$ cat src/rtl/icache_refill_ctrl.sv
// Instruction cache refill/invalidate sequencer: bursts an 8-word line from the
// memory read port into the fetch-stage cache port and schedules invalidations.
//
//   state   | meaning
//   --------+---------------------------------------------------------------
//   S_IDLE  | waiting; pending invalidate beats a new miss
//   S_INVAL | cache_invalidate held until the pipeline is not stalled
//   S_REQ   | burst request held until the memory accepts it
//   S_BEAT  | collecting beats into the line buffer, watchdog running
//   S_WRITE | cache_port_set held until the pipeline is not stalled
//   S_DRAIN | swallowing the rest of a failed burst, no write
module icache_refill_ctrl #(
    parameter int VLEN           = 39,
    parameter int PLEN           = 34,
    parameter int TIMEOUT_CYCLES = 1024
) (
    input  logic                 clock,
    input  logic                 reset_n,
    input  logic                 miss,
    input  logic [VLEN-6:0]      miss_vaddr,
    input  logic [PLEN-6:0]      miss_paddr,
    input  logic                 abort,
    input  logic                 inval_req,
    input  logic                 inval_selective,
    input  logic                 inval_top,
    input  logic                 pipe_stall,
    output logic                 mem_req_valid,
    input  logic                 mem_req_ready,
    output logic [PLEN-1:0]      mem_req_addr,
    input  logic                 mem_resp_valid,
    input  logic [31:0]          mem_resp_data,
    input  logic                 mem_resp_error,
    output logic [VLEN-6:0]      cache_port_addr,
    output logic [7:0][31:0]     cache_port_data,
    output logic                 cache_port_set,
    output logic                 cache_invalidate,
    output logic                 selective_invalidate,
    output logic                 selective_invalidate_vaddr,
    output logic                 refill_busy,
    output logic                 refill_fault
);

    localparam int TW = $clog2(TIMEOUT_CYCLES + 1);
    localparam logic [TW-1:0] TMR_LOAD = TW'(TIMEOUT_CYCLES - 1);

    typedef enum logic [2:0] {
        S_IDLE, S_INVAL, S_REQ, S_BEAT, S_WRITE, S_DRAIN
    } state_e;

    state_e            state_q, state_d;
    logic [VLEN-6:0]   vaddr_q, vaddr_d;
    logic [PLEN-6:0]   paddr_q, paddr_d;
    logic [7:0][31:0]  data_q, data_d;
    logic [2:0]        cnt_q, cnt_d;
    logic [TW-1:0]     tmr_q, tmr_d;
    logic              abort_q, abort_d;
    logic              fault_q, fault_d;
    logic              inv_sel_q, inv_sel_d;
    logic              inv_top_q, inv_top_d;
    logic              pend_q, pend_d;
    logic              pend_sel_q, pend_sel_d;
    logic              pend_top_q, pend_top_d;

    always_ff @(posedge clock or negedge reset_n) begin
        if (!reset_n) begin
            state_q    <= S_IDLE;
            vaddr_q    <= '0;
            paddr_q    <= '0;
            data_q     <= '0;
            cnt_q      <= '0;
            tmr_q      <= '0;
            abort_q    <= 1'b0;
            fault_q    <= 1'b0;
            inv_sel_q  <= 1'b0;
            inv_top_q  <= 1'b0;
            pend_q     <= 1'b0;
            pend_sel_q <= 1'b0;
            pend_top_q <= 1'b0;
        end else begin
            state_q    <= state_d;
            vaddr_q    <= vaddr_d;
            paddr_q    <= paddr_d;
            data_q     <= data_d;
            cnt_q      <= cnt_d;
            tmr_q      <= tmr_d;
            abort_q    <= abort_d;
            fault_q    <= fault_d;
            inv_sel_q  <= inv_sel_d;
            inv_top_q  <= inv_top_d;
            pend_q     <= pend_d;
            pend_sel_q <= pend_sel_d;
            pend_top_q <= pend_top_d;
        end
    end

    always_comb begin
        state_d    = state_q;
        vaddr_d    = vaddr_q;
        paddr_d    = paddr_q;
        data_d     = data_q;
        cnt_d      = cnt_q;
        tmr_d      = tmr_q;
        abort_d    = abort_q;
        fault_d    = 1'b0;
        inv_sel_d  = inv_sel_q;
        inv_top_d  = inv_top_q;
        pend_d     = pend_q;
        pend_sel_d = pend_sel_q;
        pend_top_d = pend_top_q;

        // A second request while one is queued widens it to a full invalidate.
        if (inval_req && state_q != S_IDLE) begin
            pend_d = 1'b1;
            if (pend_q) begin
                pend_sel_d = 1'b0;
                pend_top_d = 1'b0;
            end else begin
                pend_sel_d = inval_selective;
                pend_top_d = inval_top;
            end
        end

        case (state_q)
            S_IDLE: begin
                abort_d = 1'b0;
                if (pend_q) begin
                    state_d   = S_INVAL;
                    pend_d    = 1'b0;
                    inv_sel_d = inval_req ? 1'b0 : pend_sel_q;
                    inv_top_d = inval_req ? 1'b0 : pend_top_q;
                end else if (inval_req) begin
                    state_d   = S_INVAL;
                    inv_sel_d = inval_selective;
                    inv_top_d = inval_top;
                end else if (miss) begin
                    state_d = S_REQ;
                    vaddr_d = miss_vaddr;
                    paddr_d = miss_paddr;
                end
            end
            S_INVAL: begin
                if (!pipe_stall) state_d = S_IDLE;
            end
            S_REQ: begin
                if (abort) abort_d = 1'b1;
                if (mem_req_ready) begin
                    state_d = S_BEAT;
                    cnt_d   = 3'd0;
                    tmr_d   = TMR_LOAD;
                end
            end
            S_BEAT: begin
                if (abort) abort_d = 1'b1;
                if (mem_resp_valid) begin
                    cnt_d = cnt_q + 3'd1;
                    tmr_d = TMR_LOAD;
                    if (mem_resp_error) begin
                        fault_d = 1'b1;
                        state_d = (cnt_q == 3'd7) ? S_IDLE : S_DRAIN;
                    end else begin
                        data_d[cnt_q] = mem_resp_data;
                        if (cnt_q == 3'd7) state_d = (abort_q || abort) ? S_IDLE : S_WRITE;
                    end
                end else if (tmr_q == '0) begin
                    fault_d = 1'b1;
                    state_d = S_DRAIN;
                end else begin
                    tmr_d = tmr_q - 1'b1;
                end
            end
            S_WRITE: begin
                if (!pipe_stall) state_d = S_IDLE;
            end
            S_DRAIN: begin
                if (mem_resp_valid) begin
                    cnt_d = cnt_q + 3'd1;
                    if (cnt_q == 3'd7) state_d = S_IDLE;
                end
            end
            default: state_d = S_IDLE;
        endcase
    end

    assign mem_req_valid              = (state_q == S_REQ);
    assign mem_req_addr               = {paddr_q, 5'b0};
    assign cache_port_addr            = vaddr_q;
    assign cache_port_data            = data_q;
    assign cache_port_set             = (state_q == S_WRITE);
    assign cache_invalidate           = (state_q == S_INVAL);
    assign selective_invalidate       = cache_invalidate & inv_sel_q;
    assign selective_invalidate_vaddr = cache_invalidate & inv_top_q;
    assign refill_busy                = (state_q != S_IDLE);
    assign refill_fault               = fault_q;

endmodule

$ cat config.mk
export PLATFORM = sky130hd
export DESIGN_NAME = icache_refill_ctrl
export DESIGN_NICKNAME = d
export VERILOG_FILES = /design/src/rtl/icache_refill_ctrl.sv
export SDC_FILE = /design/constraint.sdc
export NUM_CORES = 1
export LEC_CHECK = 0
export CAP_MARGIN = 15
export CORE_UTILIZATION = 46
export DETAILED_ROUTE_END_ITERATION = 10
export GPL_ROUTABILITY_DRIVEN = 0
export PLACE_DENSITY = 0.8
export SYNTH_ARGS = -nofsm -noshare
export SYNTH_HDL_FRONTEND = slang
export SYNTH_SLANG_ARGS = --single-unit
$ cat constraint.sdc
create_clock -name clock -period 3.1 [get_ports clock]
set_input_delay 0.31 -clock clock [delete_from_list [all_inputs] [get_ports clock]]
set_output_delay 0.31 -clock clock [all_outputs]
set_load 0.005 [all_outputs]
==> flow_summary.ini, run 1 <==
[clocking]
cts_hold_buf = 1
clkSinkCount = 343
cts-root-buf = clkbuf_16
numCtsBuffers = 37
clkLatencyLatePin_ns = 0.51
ctsResizeCount = 0
clkSlewWorstSetupHoldPaths_ns = 0.06
cts_tree = yes
cts_setup_buffers = 0
cts_max_level = 2
cts_max_path_buffers = 3

[status]
status = finished, final reports clean

[routing]
dr.pass1.iters = 4
drt-initial-drc-count = 380
drtAntennaViolNets = 0
routed_via_density = 5.27
avgRoutedWirePerCell_um = 21.9
vias = 9029
drc = 0
drt_wl_total_um = 37500

[sta]
clock_skew_ns = 0.0121
period_needed_ns = 2.65
setup_viol = 0
tightest_slew_ns = 0.838
rsz0062_at_grt = no
timing.final.crit_share = 0.855
hold_violations = 0
clock.fmax_mhz = 377
hold_ws_ns = 0.407
drv_slew = 0
finalSetupTns_ns = 0
relSlewSlack = 0.441

[finish]
n_fill_cell = 1995
fin_area_um2 = 19400
areaGrowthSynthToFinish_pct = 46.4
multi_input_area_um2 = 4470
regArea_um2 = 8580
num-nets-final = 1419
n_antenna_cell = 0
postLayoutCoreUtil = 0.692
layout-drive-gt1-share = 0.313

[synthesis]
syn_avg_cell_area_um2 = 15.6
synth-main-ff-cell = dfrtp_1
synth_area_um2 = 13300
yosysWarningCount = 0
yosysSeqAreaShare = 0.647
synth-async-reset-ratio = 1.00
ys_ff_latch = 343
synth_edf_count = 0
syn_inst = 849
synth_cell_type_count = 46

[die]
die_y_um = 172
die_area_um2 = 29500
die_w_um = 172
core_um2 = 28100
io_pins = 437
initial_core_util = 0.473
num_rows = 61

[global_routing]
grt_pass1_wl_um = 56200
gr-total-overflow = 0
use_met3 = 0.0803
met2_usage = 0.443
grt_pass1_vias = 9364
grt_max_degree = 94
use_met1 = 0.300
antenna_found_initial = 1
grt_util_all_layers = 0.254
grt-busiest-layer = met2

[hold_path]
whs_path_depth = 2
min_to = cache_port_addr[16]
hold_class = input port to flip-flop
min-delay-start = miss_vaddr[16]

[flow_run]
cap_violations = 0

[worst_setup_path]
start_kind = flip-flop
timing.rr.start = state_q[2]
r2r_cells = 5
cp.arrival_ns = 3.04
worst_ep_required_time_ns = 3.49
cp-end-kind = flip-flop
reg2reg_to = cache_port_data[18]
cp_max_fo = 19
regToRegSetupSlack_ns = 0.45
crit_type = flip-flop to flip-flop

[placement]
dp_hpwl_um = 26300
placed_area_um2 = 18200
numPortBuffers = 431

[pwr]
ir_worst_vdd_mv = 0.652
leakagePower_uw = 0.00883
power_density_nw_per_um2 = 844
where the power goes:
group	leakage [uW]	total [uW]	internal, uW	switching (uW)
registers	0.00454	6710	5880	825
logic	0.00370	5380	3560	1820
clock network	0.000592	4310	2560	1750
total	0.00883	16400	12000	4390
per-layer routing:
metal  up-vias  part of all wire
met5         -                 0
met4         0             0.027
met3        65             0.090
met2       363              0.51
met1      4648              0.38
li1       3953                 -
Yosys cell counts (2+ instances only):
| cell | n | share of area |
|---|---|---|
| dfrtp_1 | 343 | 0.65 |
| mux2_2 | 313 | 0.27 |
| buf_2 | 24 | 0.0091 |
| clkbuf_1 | 17 | 0.0048 |
| o21ai_0 | 16 | 0.0060 |
| nor2_1 | 14 | 0.0040 |
| inv_1 | 11 | 0.0031 |
| a31oi_1 | 10 | 0.0047 |
| and3_1 | 8 | 0.0038 |
| nand2_1 | 8 | 0.0023 |
| a21oi_1 | 7 | 0.0026 |
| mux2_1 | 7 | 0.0059 |
| nor2b_1 | 6 | 0.0028 |
| buf_4 | 5 | 0.0028 |
| nand2b_1 | 5 | 0.0024 |
| nor3_1 | 4 | 0.0015 |
| nor3_2 | 4 | 0.0030 |
| o31ai_1 | 4 | 0.0023 |
| ha_1 | 3 | 0.0028 |
| nand4_1 | 3 | 0.0014 |
| nor4_1 | 3 | 0.0014 |
| o2111ai_1 | 3 | 0.0020 |
| or3_1 | 3 | 0.0014 |
| or4_1 | 3 | 0.0017 |
| a22oi_1 | 2 | 0.0011 |
| o22ai_1 | 2 | 0.00094 |
| or4_4 | 2 | 0.0017 |
worst max path at each step:
stage	slack, ns	startpoint	cells past startpoint	to
6_report	0.45	state_q[2]	5	cache_port_data[18]
2_1_floorplan	0.70	tmr_q[0]	8	state_q[1]
3_5_place_dp	0.48	mem_resp_valid	6	cache_port_data[0]
4_1_cts	0.57	state_q[2]	5	cache_port_data[19]
5_1_grt	0.33	state_q[2]	5	cache_port_data[18]
3_3_place_gp	0.53	mem_resp_valid	6	cache_port_data[0]
sequential cells by signal, indices dropped and copies added, names as in the netlist:
register and cells:
pend_sel_q 1, inv_top_q 1, cache_port_addr 34, state_q 3, cnt_q 3, pend_top_q 1
tmr_q 11, cache_port_data 256, paddr_q 29, pend_q 1, inv_sel_q 1, refill_fault 1
abort_q 1
placed cells by master, fill, tap and decap left out, drive strengths merged, types with 2 or more instances in the layout:
cell / n
o22ai: 2
nor2: 14
o2111ai: 3
o21ai: 16
dfrtp: 343
inv: 12
nand2b: 5
clkbuf: 50
or4: 5
nand4: 3
nor3: 8
a31oi: 10
nor4: 3
clkdlybuf4s50: 430
clkinv: 8
mux2: 320
a22oi: 2
or3: 3
o31ai: 4
buf: 34
nand2: 8
conb: 5
ha: 3
clkinvlp: 3
nor2b: 6
and3: 8
a21oi: 7
through the flow:
| step | setup WS (ns) | total power, uW | instances |
|---|---|---|---|
| floorplan | 0.702 | 8440 | 853 |
| global placement | 0.527 | 12000 | 1648 |
| detailed placement | 0.481 | 12100 | 1648 |
| CTS | 0.575 | 16500 | 1712 |
| global route | 0.330 | 17200 | 1712 |
| finish | 0.450 | 16400 | 1712 |
final cells by class:
type | instances | area share
Sequential cell | 343 | 0.442
Multi-Input combinational cell | 452 | 0.230
Inverter | 11 | 0.00212
Timing Repair Buffer | 465 | 0.240
Clock buffer | 50 | 0.0565
Clock inverter | 13 | 0.00541
Tap cell | 378 | 0.0243
logic make-up after synthesis:
group | share of synthesized area
compound gates | 0.0262
fa+ha+maj | 0.00283
buf+inv | 0.0206
flops | 0.647
mux | 0.272
other cells | 0.000283
simple gates | 0.0311
worst max-delay path: stages, from the launching register on:
cell and delay [ns]:
dfrtp_1 0.52, nand2b_1 0.31, nor4_1 0.64, and3_2 0.30, buf_4 0.33, mux2_2 0.40
No activity file was read; power rests on OpenSTA's default activity.
==> run 2: changes to the inputs <==
SKIP_CTS_REPAIR_TIMING = 1   (was default)
==> run 2 against run 1 <==
Via count about the same. Clock skew about the same. Die area unchanged. Worst setup slack better by 0.0043 ns. First-iteration DRC count down 5.3%. Sequential share of layout area unchanged. Wire length about the same. Clock-buffer cell count unchanged. Critical endpoint unchanged. Largest cell class unchanged.
==> flow_summary.ini, run 2 (same netlist as run 1, synthesis figures left out) <==
[status]
status = finished, final reports clean

[routing]
routed_via_density = 5.27
drc = 0
avgRoutedWirePerCell_um = 21.9
dr_wl_met2_um = 19000
drtAntennaViolNets = 0
route.layer.met1.wl_um = 14100
drt_wl_total_um = 37500
dr.pass1.iters = 4
highest_layer = met4
vias = 9024
dr_wl_met3_um = 3360
drt-initial-drc-count = 360

[pwr]
leakagePower_uw = 0.00883
clockPowerShare = 0.263
comb_power_share = 0.328
pwr-share-seq = 0.409
power_density_nw_per_um2 = 844
switchingPower_uw = 4390
sw_frac_of_total = 0.268
intPower_uw = 12000
ir_worst_vdd_mv = 0.650

[global_routing]
grt_pass1_wl_um = 56000
gr-total-overflow = 0
grt_util_all_layers = 0.253
grt_max_degree = 94
antenna_found_initial = 1
grt_pass1_vias = 9346

[sta]
relSlewSlack = 0.442
rsz0062_at_grt = no
clock.fmax_mhz = 378
setup_viol = 0
drv_slew = 0
hold_violations = 0
finalSetupTns_ns = 0
tightest_slew_ns = 0.837
timing.final.crit_share = 0.854
clock_skew_ns = 0.0125
period_needed_ns = 2.65

[finish]
postLayoutCoreUtil = 0.692
final_common_cell = clkdlybuf4s50_1
num-nets-final = 1419
n_fill_cell = 1995
n_antenna_cell = 0
mostFrequentLayoutCells = 430 x clkdlybuf4s50_1, 343 x dfrtp_1, 313 x mux2_2, 39 x clkbuf_16, 26 x buf_4
areaGrowthSynthToFinish_pct = 46.4
finalNonFillerCells = 1712
largest_reg_flops = 256
layout-drive-gt1-share = 0.313

[worst_setup_path]
worst_ep_required_time_ns = 3.49
crit_type = flip-flop to flip-flop
timing.rr.start = state_q[2]
cp_cell_sequence = nand2b_1 -> nor4_1 -> and3_2 -> buf_4 -> mux2_2
crit_start = state_q[2]
r2r_cells = 5
cp-end-kind = flip-flop
start_kind = flip-flop
slowest_delay_ns = 0.64
regToRegSetupSlack_ns = 0.45
timing.critical_path.max_delay_family = simple AND/OR/NAND/NOR gates
cp_max_fo = 19
cp_slowest_cell = nor4_1
reg2reg_to = cache_port_data[18]
cp.arrival_ns = 3.03
crit_buf_inv = 1

[die]
num_rows = 61
core_um2 = 28100
initial_core_util = 0.473
die_w_um = 172
die_area_um2 = 29500
io_pins = 437
die_y_um = 172

[clocking]
clkSinkCount = 343
cts_max_level = 2
numCtsBuffers = 37
cts_tree = yes
cts-root-buf = clkbuf_16
clkLatencyLatePin_ns = 0.51
clkSlewWorstSetupHoldPaths_ns = 0.06
cts_max_path_buffers = 3

[placement]
placed_cells = 1648
numPortBuffers = 431
dp_hpwl_um = 26300

[flow_run]
cap_violations = 0

[hold_path]
hold_class = input port to flip-flop
min_to = cache_port_addr[16]
min-delay-start = miss_vaddr[16]
whs_path_depth = 2
==> run 2: power groups by stage <==
stage,logic (uW),clock network [uW],registers [uW]
3_5_place_dp,5390,0,6760
3_3_place_gp,5280,0,6690
4_1_cts,5440,4390,6710
6_report,5380,4310,6710
2_1_floorplan,1710,0,6730
5_1_grt,5770,4560,6870
==> run 2: stage by stage <==
step	worst slack (ns)	power (uW)	instance area [um2]	hold slack (ns)
6_report	0.454	16400	19400	0.407
4_1_cts	0.575	16500	19400	-0.141
3_5_place_dp	0.481	12100	18200	0.398
2_1_floorplan	0.702	8440	13300	0.0144
5_1_grt	0.330	17200	19400	0.401
3_3_place_gp	0.527	12000	18200	0.398
==> run 2: cell type report <==
cell class / instances / area, um2 / share of cell area
multi-input combinational: 452 / 4470 / 0.230
tap: 378 / 473 / 0.0243
clock inverter: 13 / 105 / 0.00541
sequential: 343 / 8580 / 0.442
clock buffer: 50 / 1100 / 0.0565
timing repair buffer: 465 / 4660 / 0.240
inverter: 11 / 41.3 / 0.00212
==> run 2: per-layer routing <==
metal | global-route usage | vias to the layer above
li1 | - | 3953
met1 | 0.300 | 4636
met2 | 0.439 | 372
met3 | 0.0803 | 63
met4 | 0.0727 | 0
met5 | 0 | -
==> run 2: worst max path at each step <==
stage,endpoint,slack (ns),cells past startpoint
6_report,cache_port_data[18],0.45,5
2_1_floorplan,state_q[1],0.70,8
3_5_place_dp,cache_port_data[0],0.48,6
3_3_place_gp,cache_port_data[0],0.53,6
4_1_cts,cache_port_data[19],0.57,5
5_1_grt,cache_port_data[18],0.33,5
==> run 2: worst reg2reg max path, cell delays in order (launching register included) <==
cell	delay (ns)
dfrtp_1	0.52
nand2b_1	0.31
nor4_1	0.65
and3_2	0.30
buf_4	0.33
mux2_2	0.42
==> RTL edit (config.mk and constraints of run 2) <==
Change the parameter `VLEN` from 39 to 78.
--- a/src/rtl/icache_refill_ctrl.sv
+++ b/src/rtl/icache_refill_ctrl.sv
@@ -10,7 +10,7 @@
 //   S_WRITE | cache_port_set held until the pipeline is not stalled
 //   S_DRAIN | swallowing the rest of a failed burst, no write
 module icache_refill_ctrl #(
-    parameter int VLEN           = 39,
+    parameter int VLEN           = 78,
     parameter int PLEN           = 34,
     parameter int TIMEOUT_CYCLES = 1024
 ) (
Ports: changed (resized cache_port_addr and miss_vaddr); port bits go from 437 to 515. No check against the original RTL was run, so the function may have changed too.
==> RTL edit against run 2 <==
Non-clock buffer count grew 75; combinational power grew 22%; area after synthesis grew 15%; sequential cell count grew 39; clock power grew 10%; critical endpoint is now cache_port_data[178]; core utilization shrank 0.65 points; critical path type unchanged; setup slack gained 190 ps; design area grew 15%; power grew 16%; largest cell class unchanged; via count grew 12%; first-iteration DRC count grew 10%; routed wire length grew 17%.
==> RTL edit: results (changes against run 2) <==
| Metric | Value |
|---|---|
| Combinational Power Share | `0.346 (+0.018)` |
| Placed instance count | `1872 (+14%)` |
| Pleak | `10.4 nW (+18%)` |
| Total track usage | `0.260 (+0.00687)` |
| Routing usage on met1 | `0.306 (+0.00582)` |
| Placed Area | `21000 sq um (+15%)` |
| Ranking of synthesized cells by area | `dfrtp_1, mux2_2, mux2_4` |
| Via count | `10100 (+12%)` |
| Nets | `1621 (+14%)` |
| Worst Skew | `10.4 ps (-2.11 ps)` |
| Initial antenna violation count | `11 (+10)` |
| Met2 WL | `21.9 mm (+15%)` |
| Arrival time at the worst endpoint | `2850 ps (-180 ps)` |
| Largest net degree at the start of global routing | `101 (+7.4%)` |
| Sequential power | `7.65 mW (+14%)` |
| R2R setup slack | `650 ps (+190 ps)` |
| Share of layout cells above drive strength 1 | `0.306 (-0.00781)` |
| First-pass GRT wire length | `65.8 mm (+17%)` |
| Per-cell routed wire length | `22.5 microns (+2.7%)` |
| DPL Wire Length | `31.0 mm (+18%)` |
| Outcome | `completed` |
| DR iter-0 viols | `396 (+10%)` |
| Net Sw Frac | `0.265 (-0.00246)` |
| Post-Route M1 WL | `16.8 mm (+19%)` |
| Maximum clock rate | `408 MHz (+7.8%)` |
| I/O Buffers | `509 (+18%)` |
| Synth Area per Inst | `16.2 sq um (+3.9%)` |
| Slowest cell on crit path | `dfrtp_1` |
| TritonCTS buffer count | `40 (+8.1%)` |
| Fin Hold WS | `402 ps (-4.99 ps)` |
| Met2 Use GR | `0.436 (-0.00300)` |
[RTL edit: changes by cell type after synthesis, sizes merged, moves of 3 or more]
| cell | change |
|---|---|
| buf | +10 |
| nor4 | +3 |
| and3 | -3 |
| or4 | -3 |
| nand2b | +3 |
| mux2 | +38 |
| dfrtp | +39 |
| clkbuf | -6 |
| or3 | +3 |
| nand3 | +9 |
[RTL edit: cells by family (layout without fill, tap and decap cells)]
group	after synthesis	count (layout)	share of synthesized area
simple gates	81	81	0.0307
flops	382	382	0.627
buf+inv	61	618	0.0233
compound gates	50	50	0.0207
other cells	1	15	0.000246
mux	360	360	0.295
fa+ha+maj	3	3	0.00246
[RTL edit: area by class of cell]
class,instances,area (sq um)
antenna,10,25.0
tap,442,553
inverter,10,37.5
fill,2240,10200
sequential,382,9560
timing repair buffer,540,5460
clock inverter,8,118
clock buffer,60,1180
multi-input combinational,499,5380
